**config.mk**
```make
export PLATFORM = sky130hd
export DESIGN_NAME = id_ex_stage_flat
export DESIGN_NICKNAME = d
export VERILOG_FILES = /design/src/rtl/id_ex_stage_pkg.sv /design/src/rtl/id_ex_stage_if.sv /design/src/rtl/id_ex_stage_hazard_detect.sv /design/src/rtl/id_ex_stage.sv /design/src/flat_wrapper.sv
export SDC_FILE = /design/constraint.sdc
export NUM_CORES = 1
export LEC_CHECK = 0
export CAP_MARGIN = 10
export CORE_MARGIN = 4
export CORE_UTILIZATION = 36
export CTS_BUF_LIST = sky130_fd_sc_hd__clkbuf_8
export CTS_CLUSTER_DIAMETER = 120
export CTS_CLUSTER_SIZE = 14
export DETAILED_ROUTE_END_ITERATION = 8
export PLACE_DENSITY = 0.78
export SLEW_MARGIN = 10
export SYNTH_ARGS = -nofsm -noshare
export SYNTH_HDL_FRONTEND = slang
export SYNTH_SLANG_ARGS = --single-unit
export TNS_END_PERCENT = 1
```
**constraint.sdc**
```tcl
create_clock -name clk -period 2.3 [get_ports clk]
set_input_delay 0.69 -clock clk [delete_from_list [all_inputs] [get_ports clk]]
set_output_delay 0.69 -clock clk [all_outputs]
set_load 0.05 [all_outputs]
```
**src/rtl/id_ex_stage_pkg.sv**
```systemverilog
// id_ex_stage_pkg: shared definitions for the ID/EX pipeline stage.
//   - default operand / register-index widths
//   - decode opcode constants (as produced by the upstream control unit)
//   - packed control-bit bundle and the bubble (no-op) control vector
package id_ex_stage_pkg;

    localparam int DATA_W_DEF = 16;
    localparam int REG_AW_DEF = 4;

    localparam logic [3:0] OP_ALU  = 4'b0000;
    localparam logic [3:0] OP_ST   = 4'b0001;
    localparam logic [3:0] OP_ADDI = 4'b0011;
    localparam logic [3:0] OP_ALU2 = 4'b0111;

    typedef struct packed {
        logic alu_src;
        logic mr;
        logic mw;
        logic mreg;
        logic enrw;
    } ctrl_t;

    // All-zero control: no memory access, no register write.
    localparam ctrl_t CTRL_BUBBLE = '0;

endpackage

```
**src/rtl/id_ex_stage_if.sv**
```systemverilog
// id_ex_stage_if: bundle of ID-side inputs, EX-side outputs and the
// fetch/decode back-pressure signals of the ID/EX stage.
//   master modport: drives id_* and flush, observes ex_*, pc_write,
//                   ifid_write, stall, stall_cnt (decode side / bench)
//   slave modport : the id_ex_stage itself
interface id_ex_stage_if
    import id_ex_stage_pkg::*;
#(
    parameter int DATA_W = DATA_W_DEF,
    parameter int REG_AW = REG_AW_DEF,
    parameter int CNT_W  = 16
);
    logic              id_alu_src;
    logic              id_mr;
    logic              id_mw;
    logic              id_mreg;
    logic              id_enrw;
    logic              id_valid;
    logic [REG_AW-1:0] id_rs;
    logic [REG_AW-1:0] id_rt;
    logic [REG_AW-1:0] id_rd;
    logic [DATA_W-1:0] id_rs_data;
    logic [DATA_W-1:0] id_rt_data;
    logic [DATA_W-1:0] id_imm;
    logic              flush;

    logic              ex_alu_src;
    logic              ex_mr;
    logic              ex_mw;
    logic              ex_mreg;
    logic              ex_enrw;
    logic              ex_valid;
    logic [REG_AW-1:0] ex_rs;
    logic [REG_AW-1:0] ex_rt;
    logic [REG_AW-1:0] ex_rd;
    logic [DATA_W-1:0] ex_rs_data;
    logic [DATA_W-1:0] ex_rt_data;
    logic [DATA_W-1:0] ex_imm;
    logic              pc_write;
    logic              ifid_write;
    logic              stall;
    logic [CNT_W-1:0]  stall_cnt;

    modport master (
        output id_alu_src, id_mr, id_mw, id_mreg, id_enrw, id_valid,
               id_rs, id_rt, id_rd, id_rs_data, id_rt_data, id_imm, flush,
        input  ex_alu_src, ex_mr, ex_mw, ex_mreg, ex_enrw, ex_valid,
               ex_rs, ex_rt, ex_rd, ex_rs_data, ex_rt_data, ex_imm,
               pc_write, ifid_write, stall, stall_cnt
    );

    modport slave (
        input  id_alu_src, id_mr, id_mw, id_mreg, id_enrw, id_valid,
               id_rs, id_rt, id_rd, id_rs_data, id_rt_data, id_imm, flush,
        output ex_alu_src, ex_mr, ex_mw, ex_mreg, ex_enrw, ex_valid,
               ex_rs, ex_rt, ex_rd, ex_rs_data, ex_rt_data, ex_imm,
               pc_write, ifid_write, stall, stall_cnt
    );

endinterface

```
**src/rtl/id_ex_stage_hazard_detect.sv**
```systemverilog
// id_ex_stage_hazard_detect: combinational load-use hazard detection.
// Ports:
//   i_rst                      synchronous reset (forces stall/write enables low)
//   i_flush                    branch redirect; suppresses the stall
//   i_ex_valid/i_ex_mr/i_ex_rd instruction currently in EX
//   i_id_valid/i_id_alu_src/i_id_mw/i_id_rs/i_id_rt  instruction in ID
//   o_stall                    hazard accepted this cycle
//   o_pc_write/o_ifid_write    fetch/decode advance enables
module id_ex_stage_hazard_detect
    import id_ex_stage_pkg::*;
#(
    parameter int REG_AW = REG_AW_DEF
) (
    input  logic              i_rst,
    input  logic              i_flush,
    input  logic              i_ex_valid,
    input  logic              i_ex_mr,
    input  logic [REG_AW-1:0] i_ex_rd,
    input  logic              i_id_valid,
    input  logic              i_id_alu_src,
    input  logic              i_id_mw,
    input  logic [REG_AW-1:0] i_id_rs,
    input  logic [REG_AW-1:0] i_id_rt,
    output logic              o_stall,
    output logic              o_pc_write,
    output logic              o_ifid_write
);
    logic w_rt_used;
    logic w_hazard;

    // rt is a real source for register-register ops and for stores (store data).
    assign w_rt_used = ~i_id_alu_src | i_id_mw;

    assign w_hazard = i_ex_valid & i_ex_mr & i_id_valid &
                      ((i_ex_rd == i_id_rs) | (w_rt_used & (i_ex_rd == i_id_rt)));

    // A flush already discards the ID instruction, so no stall is needed.
    assign o_stall      = w_hazard & ~i_flush & ~i_rst;
    assign o_pc_write   = ~o_stall & ~i_rst;
    assign o_ifid_write = ~o_stall & ~i_rst;

endmodule

```
**src/rtl/id_ex_stage.sv**
```systemverilog
// id_ex_stage: ID/EX pipeline register with load-use stall generation.
// Ports:
//   clk, rst  rising-edge clock, synchronous active-high reset
//   bus       id_ex_stage_if.slave: decoded ID fields and flush in;
//             registered EX fields, pc_write/ifid_write/stall and the
//             saturating stall-cycle counter out
// Every non-reset edge loads the register; a flush or stall loads a bubble.
module id_ex_stage
    import id_ex_stage_pkg::*;
#(
    parameter int DATA_W = DATA_W_DEF,
    parameter int REG_AW = REG_AW_DEF,
    parameter int CNT_W  = 16
) (
    input  logic            clk,
    input  logic            rst,
    id_ex_stage_if.slave    bus
);
    ctrl_t             r_ctrl;
    logic              r_valid;
    logic [REG_AW-1:0] r_rs;
    logic [REG_AW-1:0] r_rt;
    logic [REG_AW-1:0] r_rd;
    logic [DATA_W-1:0] r_rs_data;
    logic [DATA_W-1:0] r_rt_data;
    logic [DATA_W-1:0] r_imm;
    logic [CNT_W-1:0]  r_stall_cnt;

    ctrl_t w_id_ctrl;
    logic  w_stall;
    logic  w_pc_write;
    logic  w_ifid_write;
    logic  w_bubble;

    id_ex_stage_hazard_detect #(
        .REG_AW (REG_AW)
    ) u_hazard_detect (
        .i_rst        (rst),
        .i_flush      (bus.flush),
        .i_ex_valid   (r_valid),
        .i_ex_mr      (r_ctrl.mr),
        .i_ex_rd      (r_rd),
        .i_id_valid   (bus.id_valid),
        .i_id_alu_src (bus.id_alu_src),
        .i_id_mw      (bus.id_mw),
        .i_id_rs      (bus.id_rs),
        .i_id_rt      (bus.id_rt),
        .o_stall      (w_stall),
        .o_pc_write   (w_pc_write),
        .o_ifid_write (w_ifid_write)
    );

    // An empty decode slot still carries its fields, but must never write
    // memory or the register file.
    always_comb begin
        w_id_ctrl = '{alu_src: bus.id_alu_src, mr: bus.id_mr, mw: bus.id_mw,
                      mreg: bus.id_mreg, enrw: bus.id_enrw};
        if (!bus.id_valid) begin
            w_id_ctrl.mw   = 1'b0;
            w_id_ctrl.enrw = 1'b0;
        end
    end

    assign w_bubble = bus.flush | w_stall;

    always_ff @(posedge clk) begin
        if (rst || w_bubble) begin
            r_valid   <= 1'b0;
            r_ctrl    <= CTRL_BUBBLE;
            r_rs      <= '0;
            r_rt      <= '0;
            r_rd      <= '0;
            r_rs_data <= '0;
            r_rt_data <= '0;
            r_imm     <= '0;
        end else begin
            r_valid   <= bus.id_valid;
            r_ctrl    <= w_id_ctrl;
            r_rs      <= bus.id_rs;
            r_rt      <= bus.id_rt;
            r_rd      <= bus.id_rd;
            r_rs_data <= bus.id_rs_data;
            r_rt_data <= bus.id_rt_data;
            r_imm     <= bus.id_imm;
        end
    end

    // Saturating: holds at all-ones instead of wrapping.
    always_ff @(posedge clk) begin
        if (rst) begin
            r_stall_cnt <= '0;
        end else if (w_stall && (r_stall_cnt != '1)) begin
            r_stall_cnt <= r_stall_cnt + CNT_W'(1);
        end
    end

    assign bus.ex_alu_src = r_ctrl.alu_src;
    assign bus.ex_mr      = r_ctrl.mr;
    assign bus.ex_mw      = r_ctrl.mw;
    assign bus.ex_mreg    = r_ctrl.mreg;
    assign bus.ex_enrw    = r_ctrl.enrw;
    assign bus.ex_valid   = r_valid;
    assign bus.ex_rs      = r_rs;
    assign bus.ex_rt      = r_rt;
    assign bus.ex_rd      = r_rd;
    assign bus.ex_rs_data = r_rs_data;
    assign bus.ex_rt_data = r_rt_data;
    assign bus.ex_imm     = r_imm;
    assign bus.pc_write   = w_pc_write;
    assign bus.ifid_write = w_ifid_write;
    assign bus.stall      = w_stall;
    assign bus.stall_cnt  = r_stall_cnt;

endmodule

```
**src/flat_wrapper.sv**
```systemverilog
// flat-port wrapper written by rule: the top's interface ports become plain ports
module id_ex_stage_flat import id_ex_stage_pkg::*;
#(
    parameter int DATA_W = DATA_W_DEF,
    parameter int REG_AW = REG_AW_DEF,
    parameter int CNT_W  = 16
)
  (clk, rst, bus_id_alu_src, bus_id_mr, bus_id_mw, bus_id_mreg, bus_id_enrw, bus_id_valid, bus_id_rs, bus_id_rt, bus_id_rd, bus_id_rs_data, bus_id_rt_data, bus_id_imm, bus_flush, bus_ex_alu_src, bus_ex_mr, bus_ex_mw, bus_ex_mreg, bus_ex_enrw, bus_ex_valid, bus_ex_rs, bus_ex_rt, bus_ex_rd, bus_ex_rs_data, bus_ex_rt_data, bus_ex_imm, bus_pc_write, bus_ifid_write, bus_stall, bus_stall_cnt);
  id_ex_stage_if #(.DATA_W(DATA_W), .REG_AW(REG_AW), .CNT_W(CNT_W)) bus_i ();
  input  logic clk;
  input  logic rst;
  input wire logic [$bits(bus_i.id_alu_src)-1:0] bus_id_alu_src;
  input wire logic [$bits(bus_i.id_mr)-1:0] bus_id_mr;
  input wire logic [$bits(bus_i.id_mw)-1:0] bus_id_mw;
  input wire logic [$bits(bus_i.id_mreg)-1:0] bus_id_mreg;
  input wire logic [$bits(bus_i.id_enrw)-1:0] bus_id_enrw;
  input wire logic [$bits(bus_i.id_valid)-1:0] bus_id_valid;
  input wire logic [$bits(bus_i.id_rs)-1:0] bus_id_rs;
  input wire logic [$bits(bus_i.id_rt)-1:0] bus_id_rt;
  input wire logic [$bits(bus_i.id_rd)-1:0] bus_id_rd;
  input wire logic [$bits(bus_i.id_rs_data)-1:0] bus_id_rs_data;
  input wire logic [$bits(bus_i.id_rt_data)-1:0] bus_id_rt_data;
  input wire logic [$bits(bus_i.id_imm)-1:0] bus_id_imm;
  input wire logic [$bits(bus_i.flush)-1:0] bus_flush;
  output wire logic [$bits(bus_i.ex_alu_src)-1:0] bus_ex_alu_src;
  output wire logic [$bits(bus_i.ex_mr)-1:0] bus_ex_mr;
  output wire logic [$bits(bus_i.ex_mw)-1:0] bus_ex_mw;
  output wire logic [$bits(bus_i.ex_mreg)-1:0] bus_ex_mreg;
  output wire logic [$bits(bus_i.ex_enrw)-1:0] bus_ex_enrw;
  output wire logic [$bits(bus_i.ex_valid)-1:0] bus_ex_valid;
  output wire logic [$bits(bus_i.ex_rs)-1:0] bus_ex_rs;
  output wire logic [$bits(bus_i.ex_rt)-1:0] bus_ex_rt;
  output wire logic [$bits(bus_i.ex_rd)-1:0] bus_ex_rd;
  output wire logic [$bits(bus_i.ex_rs_data)-1:0] bus_ex_rs_data;
  output wire logic [$bits(bus_i.ex_rt_data)-1:0] bus_ex_rt_data;
  output wire logic [$bits(bus_i.ex_imm)-1:0] bus_ex_imm;
  output wire logic [$bits(bus_i.pc_write)-1:0] bus_pc_write;
  output wire logic [$bits(bus_i.ifid_write)-1:0] bus_ifid_write;
  output wire logic [$bits(bus_i.stall)-1:0] bus_stall;
  output wire logic [$bits(bus_i.stall_cnt)-1:0] bus_stall_cnt;
  assign bus_i.id_alu_src = bus_id_alu_src;
  assign bus_i.id_mr = bus_id_mr;
  assign bus_i.id_mw = bus_id_mw;
  assign bus_i.id_mreg = bus_id_mreg;
  assign bus_i.id_enrw = bus_id_enrw;
  assign bus_i.id_valid = bus_id_valid;
  assign bus_i.id_rs = bus_id_rs;
  assign bus_i.id_rt = bus_id_rt;
  assign bus_i.id_rd = bus_id_rd;
  assign bus_i.id_rs_data = bus_id_rs_data;
  assign bus_i.id_rt_data = bus_id_rt_data;
  assign bus_i.id_imm = bus_id_imm;
  assign bus_i.flush = bus_flush;
  assign bus_ex_alu_src = bus_i.ex_alu_src;
  assign bus_ex_mr = bus_i.ex_mr;
  assign bus_ex_mw = bus_i.ex_mw;
  assign bus_ex_mreg = bus_i.ex_mreg;
  assign bus_ex_enrw = bus_i.ex_enrw;
  assign bus_ex_valid = bus_i.ex_valid;
  assign bus_ex_rs = bus_i.ex_rs;
  assign bus_ex_rt = bus_i.ex_rt;
  assign bus_ex_rd = bus_i.ex_rd;
  assign bus_ex_rs_data = bus_i.ex_rs_data;
  assign bus_ex_rt_data = bus_i.ex_rt_data;
  assign bus_ex_imm = bus_i.ex_imm;
  assign bus_pc_write = bus_i.pc_write;
  assign bus_ifid_write = bus_i.ifid_write;
  assign bus_stall = bus_i.stall;
  assign bus_stall_cnt = bus_i.stall_cnt;
  id_ex_stage #(.DATA_W(DATA_W), .REG_AW(REG_AW), .CNT_W(CNT_W)) u_core (.clk(clk), .rst(rst), .bus(bus_i));
endmodule
```
=== After elaboration in Yosys (flattened, before gate mapping) ===
Index checks and enable logic that the tools add are counted.

* Reductions and logical operators: 3
* Add/sub/neg operators: 1
* Equality and inequality tests: 3
* Bitwise logic cells: 15

{| class="wikitable"
|+ Operator list
! kind !! count
|-
| $add 16x1->16 const B || 1
|-
| $ne 16x16->1 const B || 1
|-
| $eq 4x4->1 || 2
|-
| $and 1x1->1 || 7
|-
| $not 1->1 || 5
|-
| $or 1x1->1 || 3
|-
| $reduce_or 2->1 || 1
|-
| $logic_and 1x1->1 || 1
|-
| $logic_or 1x1->1 || 1
|}

* Input bits: 69
* Register bits after elaboration: 82
* Logic and storage cells: 35
* Output and inout port bits: 85

=== Logic depth before layout (Yosys ltp) ===
Gate-level depths: netlist of run 1.

* Depth in word-level cells: 10
* Gate-level depth with buffers: 7
* Gate-level depth less buffers: 6

=== Cells and area by module ===
From an unflattened synthesis of run 1, not the netlist that was laid out.

* Cells, all modules: 251
* Area, all modules: 2713.9 um^2

{| class="wikitable"
|+ Modules (own cells, without submodules)
! module !! cells an instance !! sequential area each (um^2) !! instances !! area each (um^2)
|-
| id_ex_stage || 235 || 1641.6 || 1 || 2588.7
|-
| id_ex_stage_hazard_detect || 16 || 0.0 || 1 || 125.1
|}

=== Worst setup path before layout of run 1 ===
No wires, ideal clock.

* Path kind: input port to output port
* Start point: input bus_id_valid
* End point: output bus_pc_write
* Required time: 1610 ps
* Buffers on the path: 1
* Setup slack: -714 ps
* Data arrival time: 2324 ps
* Stages: 5
* Path through: and4b_1 -> o211a_2 -> a22o_1 -> nor2_1 -> buf_4

* Word-level cells in the longest chain between the ends: 6

{| class="wikitable"
|+ Ends and longest elaborated chain
! item !! line !! text
|-
| start: declaration || flat_wrapper.sv:17 || <nowiki>input wire logic [$bits(bus_i.id_valid)-1:0] bus_id_valid;</nowiki>
|-
| $and 1x1->1 (2 in series) || id_ex_stage_hazard_detect.sv:34 || <nowiki>assign w_hazard = i_ex_valid & i_ex_mr & i_id_valid &</nowiki>
|-
| $and 1x1->1 (2 in series) || id_ex_stage_hazard_detect.sv:38 || <nowiki>assign o_stall = w_hazard & ~i_flush & ~i_rst;</nowiki>
|-
| $not 1->1 || - ||
|-
| $and 1x1->1 || - ||
|-
| end: declaration || flat_wrapper.sv:37 || <nowiki>output wire logic [$bits(bus_i.pc_write)-1:0] bus_pc_write;</nowiki>
|}

Every way passes these cells.

=== Final worst setup path of run 1 ===
* Start point: input bus_id_mw
* End point: output bus_pc_write

* Word-level cells in the longest chain between the ends: 8

{| class="wikitable"
|+ Ends and longest elaborated chain
! item !! line !! text
|-
| start: declaration || flat_wrapper.sv:14 || <nowiki>input wire logic [$bits(bus_i.id_mw)-1:0] bus_id_mw;</nowiki>
|-
| $or 1x1->1 || id_ex_stage_hazard_detect.sv:32 || <nowiki>assign w_rt_used = ~i_id_alu_src | i_id_mw;</nowiki>
|-
| $and 1x1->1 || id_ex_stage_hazard_detect.sv:35 || <nowiki>((i_ex_rd == i_id_rs) | (w_rt_used & (i_ex_rd == i_id_rt)));</nowiki>
|-
| $or 1x1->1 || id_ex_stage_hazard_detect.sv:35 ||
|-
| $and 1x1->1 || id_ex_stage_hazard_detect.sv:34 ||
|-
| $and 1x1->1 (2 in series) || id_ex_stage_hazard_detect.sv:38 ||
|-
| $not 1->1 || id_ex_stage_hazard_detect.sv:39 || <nowiki>assign o_pc_write = ~o_stall & ~i_rst;</nowiki>
|-
| $and 1x1->1 || id_ex_stage_hazard_detect.sv:39 ||
|}

Every way passes these cells.

==> results of run 1 <==
==> repair_timing <==
action / in CTS / in global routing
hold buffers: 0 / 0
resized for setup: 52 / 18
pin swaps: 7 / 4
setup endpoints to repair: 86 / 10
==> layout make-up <==
| class | count | area share, % |
|---|---|---|
| repair buffers | 169 | 34.8 |
| flip-flops and latches | 82 | 34.1 |
| multi-input cells | 158 | 24.0 |
| clock buffers | 9 | 2.57 |
| well taps | 99 | 2.57 |
| clock inverters | 7 | 1.48 |
| inverters | 5 | 0.390 |
| diodes | 1 | 0.0520 |
==> path summary, 6_finish.rpt <==
check / endpoint / startpoint / depth (start not counted) / slack (ps)
worst max-delay path: bus_pc_write / bus_id_mw / 5 / -130
worst min-delay path: u_core.bus.stall_cnt[15] / u_core.bus.stall_cnt[15] / 2 / 520
worst min register to register: u_core.bus.stall_cnt[15] / u_core.bus.stall_cnt[15] / 2 / 520
worst max register to register: u_core.bus.stall_cnt[5] / u_core.bus.stall_cnt[0] / 6 / 220
==> metrics by stage <==
stage                     setup slack [ps]  instance area, um^2  hold slack, ps  setup TNS, ps
after floorplan                       -276                 2840             705           -909
after global placement                -645                 4540             504         -44380
after detailed placement              -662                 4540             512         -46050
after CTS                             -176                 4770             524           -498
after global routing                  -191                 4810             547           -560
final                                 -127                 4810             519           -358
==> worst reg2reg max path, stage by stage, from the launching register on <==
cell	delay (ps)
dfxtp_1	340
ha_1	210
nand3_2	120
or4_4	590
nor2_4	290
nor4_1	100
mux2_1	320
==> metal layers <==
metal	vias to the layer above	routed length [um]	GRT usage (%)
li1	1197	-	-
met1	1115	2740	17.5
met2	79	4040	31.0
met3	7	653	5.47
met4	0	99	6.99
met5	-	0	0
==> synthesized netlist by cell type (2+ instances only) <==
| cell | count |
|---|---|
| nor2_1 | 10 |
| and2_1 | 63 |
| nor4_1 | 2 |
| a211oi_1 | 2 |
| and3_1 | 5 |
| xor2_1 | 7 |
| buf_6 | 2 |
| buf_2 | 6 |
| nand2_1 | 6 |
| or3_1 | 2 |
| dfxtp_1 | 82 |
| clkbuf_1 | 4 |
| nor2b_1 | 5 |
| a21oi_1 | 9 |
| inv_1 | 5 |
| nor3_1 | 3 |
| nand4_1 | 4 |
| mux2_4 | 3 |
| o31ai_1 | 8 |
| or4_1 | 7 |
| nand3_1 | 4 |
==> kinds of logic (layout without fill, tap and decap cells) <==
kind of cell / after synthesis / count (layout) / share of synthesized area, %
simple gates: 118 / 118 / 26.3
other cells: 0 / 1 / 0
compound gates: 26 / 26 / 6.39
mux: 5 / 5 / 2.37
xor+xnor: 8 / 8 / 2.50
buf+inv: 18 / 190 / 3.35
fa+ha+maj: 1 / 1 / 0.447
flops: 82 / 82 / 58.7
==> report_power, final <==
part | total (mW) | leakage [nW] | switching [mW] | internal (mW)
clock network | 1.02 | 0.0966 | 0.516 | 0.499
logic | 0.477 | 1.24 | 0.253 | 0.223
registers | 1.48 | 0.671 | 0.0158 | 1.46
==> flip-flops by register name, indices dropped and copies added (netlist names), 4 cells and up <==
name                   count
u_core.bus.ex_rs_data     16
u_core.bus.ex_rs           4
u_core.bus.ex_imm         16
u_core.bus.ex_rt           4
u_core.bus.ex_rd           4
u_core.bus.stall_cnt      16
u_core.bus.ex_rt_data     16
==> impl_metrics.json, run 1 <==
{
  "final_util_pct": 64.9,
  "placed_cells": 513,
  "outcome": "complete, but fails checks",
  "crit_type": "primary input to primary output",
  "syn-instance-count": 258,
  "synth-edff-count": 0,
  "drtIter0Drc": 48,
  "crit_family": "compound AO/OA/AOI/OAI gates",
  "final.period_utilization_pct": 106,
  "synth_top_flop_cell": "dfxtp_1",
  "layout_common_cells": "clkdlybuf4s50_1 (119), dfxtp_1 (81), and2_1 (63), buf_4 (20)",
  "power_density_nw_per_um2": 618,
  "hold_violations": 0,
  "worstSetupEndpointType": "primary output",
  "worst_path_max_delay_cell": "dlygate4sd2_1",
  "synth_nets": 328,
  "drtPass1Iterations": 4,
  "power_leakage_nw": 2.00,
  "globalRoute.totalOverflow": 0,
  "slew-limit-headroom_pct": 62.3,
  "yosysSeqAreaShare_pct": 58.7,
  "cts_buffer_depth": 2,
  "clock.fmax_mhz": 412,
  "wl_um": 7530,
  "viasPerCell": 4.52,
  "wl_per_cell_um": 14.2,
  "worstPathArrival_ps": 1740,
  "fin_nets": 495,
  "synth_top_area_share_pct": 58.7,
  "synth.distinct_cells": 40,
  "synth_largest_area_cell": "dfxtp_1",
  "grtUsageTotal_pct": 16.9,
  "core-area_um2": 7410,
  "globalplace.congestion": 0.804,
  "synth.avg_cell_area_um2": 10.8,
  "dp.final_hpwl_um": 5880,
  "clkSinkCount": 82,
  "drive_gt1_share_pct": 16.3,
  "vias": 2398,
  "die_y_um": 96.2,
  "cts_inserted_buffers": 9,
  "tightest_slew_ps": 563,
  "final_common_cell": "clkdlybuf4s50_1",
  "slowest_delay_ps": 260,
  "fin_total_pwr_mw": 2.97,
  "cap_violations": 0,
  "finalWorstSetupSlack_ps": -127,
  "vdd_drop_max_uv": 329,
  "root_buffer": "clkbuf_8",
  "grt_pass1_wl_um": 11800,
  "syn_to_final_growth_pct": 72.0,
  "rsz0062_at_grt": "yes",
  "ys_async_sr_fraction_pct": 0,
  "die_area_um2": 9250,
  "yosys_warnings": 0,
  "io_buffers": 153,
  "finClkSkew_ps": 10.4,
  "first_global_vias": 2431,
  "fill_cells": 601,
  "drcViolationCount": 0,
  "tritoncts": "yes",
  "initial_core_util_pct": 37.8,
  "min_path_type": "register to register",
  "syn_area_um2": 2800,
  "multi_input_area_um2": 1150,
  "cts_setup_buffers": 0,
  "io_pins": 154,
  "finalSetupViolations": 3,
  "crit_fanout": 2,
  "fp-row-count": 31,
  "cts.clk_slew.worst_paths_ps": 80,
  "cp.required_ps": 1610,
  "fin_crit_ps": 2430,
  "insertion_delay_ps": 340,
  "path_cells": "dlygate4sd2_1, o211a_4, a22o_1, nor2_4, buf_8",
  "die_w_um": 96.2,
  "crit_buf_inv": 2,
  "crit_path_start_kind": "primary input",
  "htreeDepth": 3,
  "grt_max_degree": 28,
  "antenna_found_initial": 1,
  "synth-seq-cells": 82,
  "ys_top_cells_by_area": "dfxtp_1 (59%), and2_1 (14%), xor2_1 (2.2%)",
  "violations": "setup timing",
  "seqCellArea_um2": 1640,
  "ant_nets": 0,
  "layoutNonFillerInstCount": 530,
  "slew_viol_final": 0
}
Note: power is estimated with default switching activity, not from simulation.
==> run 2, diff against run 1 <==
--- a/config.mk
+++ b/config.mk
@@ -6,7 +6,7 @@
 export NUM_CORES = 1
 export LEC_CHECK = 0
 export CAP_MARGIN = 10
-export CORE_MARGIN = 4
+export CORE_MARGIN = 2
 export CORE_UTILIZATION = 36
 export CTS_BUF_LIST = sky130_fd_sc_hd__clkbuf_8
 export CTS_CLUSTER_DIAMETER = 120
==> impl_metrics.json, run 2 (synthesis gave the netlist of run 1 again) <==
{
  "grt_max_degree": 33,
  "die_area_um2": 8490,
  "cts.clk_slew.worst_paths_ps": 90,
  "cts_hold_buf": 0,
  "vias": 2434,
  "fin_nets": 494,
  "final_area_um2": 4820,
  "die_w_um": 92.2,
  "clkSinkCount": 82,
  "violations": "setup timing",
  "layout_common_cells": "clkdlybuf4s50_1 (120), dfxtp_1 (80), and2_1 (63), buf_4 (15), dlygate4sd2_1 (11)",
  "holdPathEnd": "u_core.bus.stall_cnt[15]",
  "io_buffers": 153,
  "rrSetupSlack_ps": 120,
  "r2r-end": "u_core.bus.stall_cnt[9]",
  "grt_pass1_wl_um": 11600,
  "ant_nets": 0,
  "min_path_type": "register to register",
  "worstHoldStart": "u_core.bus.stall_cnt[15]",
  "wl_um": 7250,
  "tightest_slew_ps": 528,
  "place_area_um2": 4530,
  "pre_cts_ws_ps": -677,
  "rsz0062_at_grt": "yes",
  "insertion_delay_ps": 350,
  "fin_crit_ps": 2470,
  "initial_core_util_pct": 36.8,
  "fp-row-count": 32,
  "crit_fanout": 2,
  "viasPerCell": 4.58,
  "r2r_cells": 6,
  "finalWorstSetupSlack_ps": -165,
  "worstSetupEndpointType": "primary output",
  "first_global_vias": 2378,
  "drtIter0Drc": 57,
  "cts_inserted_buffers": 9,
  "hold_violations": 0,
  "crit_path_start_kind": "primary input",
  "die_y_um": 92.2,
  "placed_cells": 515,
  "vdd_drop_max_uv": 455,
  "drive_gt1_share_pct": 15.4,
  "htreeDepth": 3,
  "finalSetupViolations": 3,
  "cts_buffer_depth": 2,
  "drtPass1Iterations": 4,
  "finClkSkew_ps": 9.54,
  "final.period_utilization_pct": 107,
  "final_common_cell": "clkdlybuf4s50_1",
  "worstPathArrival_ps": 1780,
  "cap_violations": 0,
  "core-area_um2": 7610,
  "grtUsageTotal_pct": 17.3,
  "crit_type": "primary input to primary output",
  "drcViolationCount": 0,
  "hold_slack_ps": 530,
  "fin_total_pwr_mw": 3.04,
  "wl_per_cell_um": 13.6,
  "syn_to_final_growth_pct": 72.3,
  "io_pins": 154,
  "tritoncts": "yes",
  "setup_tns_ps": -456,
  "power_leakage_nw": 2.01,
  "rr_startpoint": "u_core.bus.stall_cnt[1]",
  "dp.final_hpwl_um": 5470,
  "min_path_cells": 2,
  "root_buffer": "clkbuf_8",
  "slew_viol_final": 0,
  "power_density_nw_per_um2": 630,
  "cp.required_ps": 1610,
  "outcome": "complete, but fails checks",
  "globalplace.congestion": 0.788,
  "antenna_found_initial": 1,
  "globalRoute.totalOverflow": 0,
  "layoutNonFillerInstCount": 532,
  "slew-limit-headroom_pct": 64.7,
  "clock.fmax_mhz": 406,
  "final_util_pct": 63.4
}
## run 2: worst max-delay path: stages
cell and delay (ps):
buf_8 100, xor2_4 150, nor4_4 350, a22o_1 260, nor2_4 60, buf_6 160
## run 2: worst max path at each step
stage / from / endpoint / slack [ps] / cells after the start
2_1_floorplan: bus_id_rs[0] / bus_stall / -280 / 6
3_3_place_gp: bus_id_rs[0] / bus_stall / -670 / 6
3_5_place_dp: bus_id_rs[0] / bus_ifid_write / -680 / 6
4_1_cts: bus_id_rs[2] / bus_ifid_write / -180 / 6
5_1_grt: bus_id_rs[2] / bus_pc_write / -250 / 6
6_report: bus_id_rs[2] / bus_pc_write / -170 / 6
## run 2: layout make-up
class / count / area (um^2)
diodes: 1 / 2.50
multi-input cells: 158 / 1160
repair buffers: 168 / 1660
clock buffers: 10 / 138
well taps: 102 / 128
clock inverters: 6 / 72.6
inverters: 5 / 18.8
fillers: 629 / 2790
flip-flops and latches: 82 / 1640
## run 2: what timing repair did
action                     4_1_cts  5_1_grt
pin swaps                        7        5
buffers inserted                 0        0
setup endpoints to repair       89       10
resized for setup               58       12
## run 2: routing by layer
layer	up-vias	wire [um]	global-route usage [%]
met2	100	3660	29.8
met3	11	501	4.60
met1	1129	2960	20.3
met4	0	136	7.34
li1	1194	-	-
met5	-	0	0
## run 2: report_power, final
part           internal (mW)  switching, mW
Combinational          0.219          0.252
Sequential              1.46         0.0164
Clock                  0.543          0.543
==> run 3, diff against run 2 <==
--- a/config.mk
+++ b/config.mk
@@ -5,6 +5,7 @@
 export SDC_FILE = /design/constraint.sdc
 export NUM_CORES = 1
 export LEC_CHECK = 0
+export ABC_CLOCK_PERIOD_IN_PS = 2300
 export CAP_MARGIN = 10
 export CORE_MARGIN = 2
 export CORE_UTILIZATION = 36
==> results of run 3 <==
No change in the layout: final DEF, timing and power equal those of run 2.
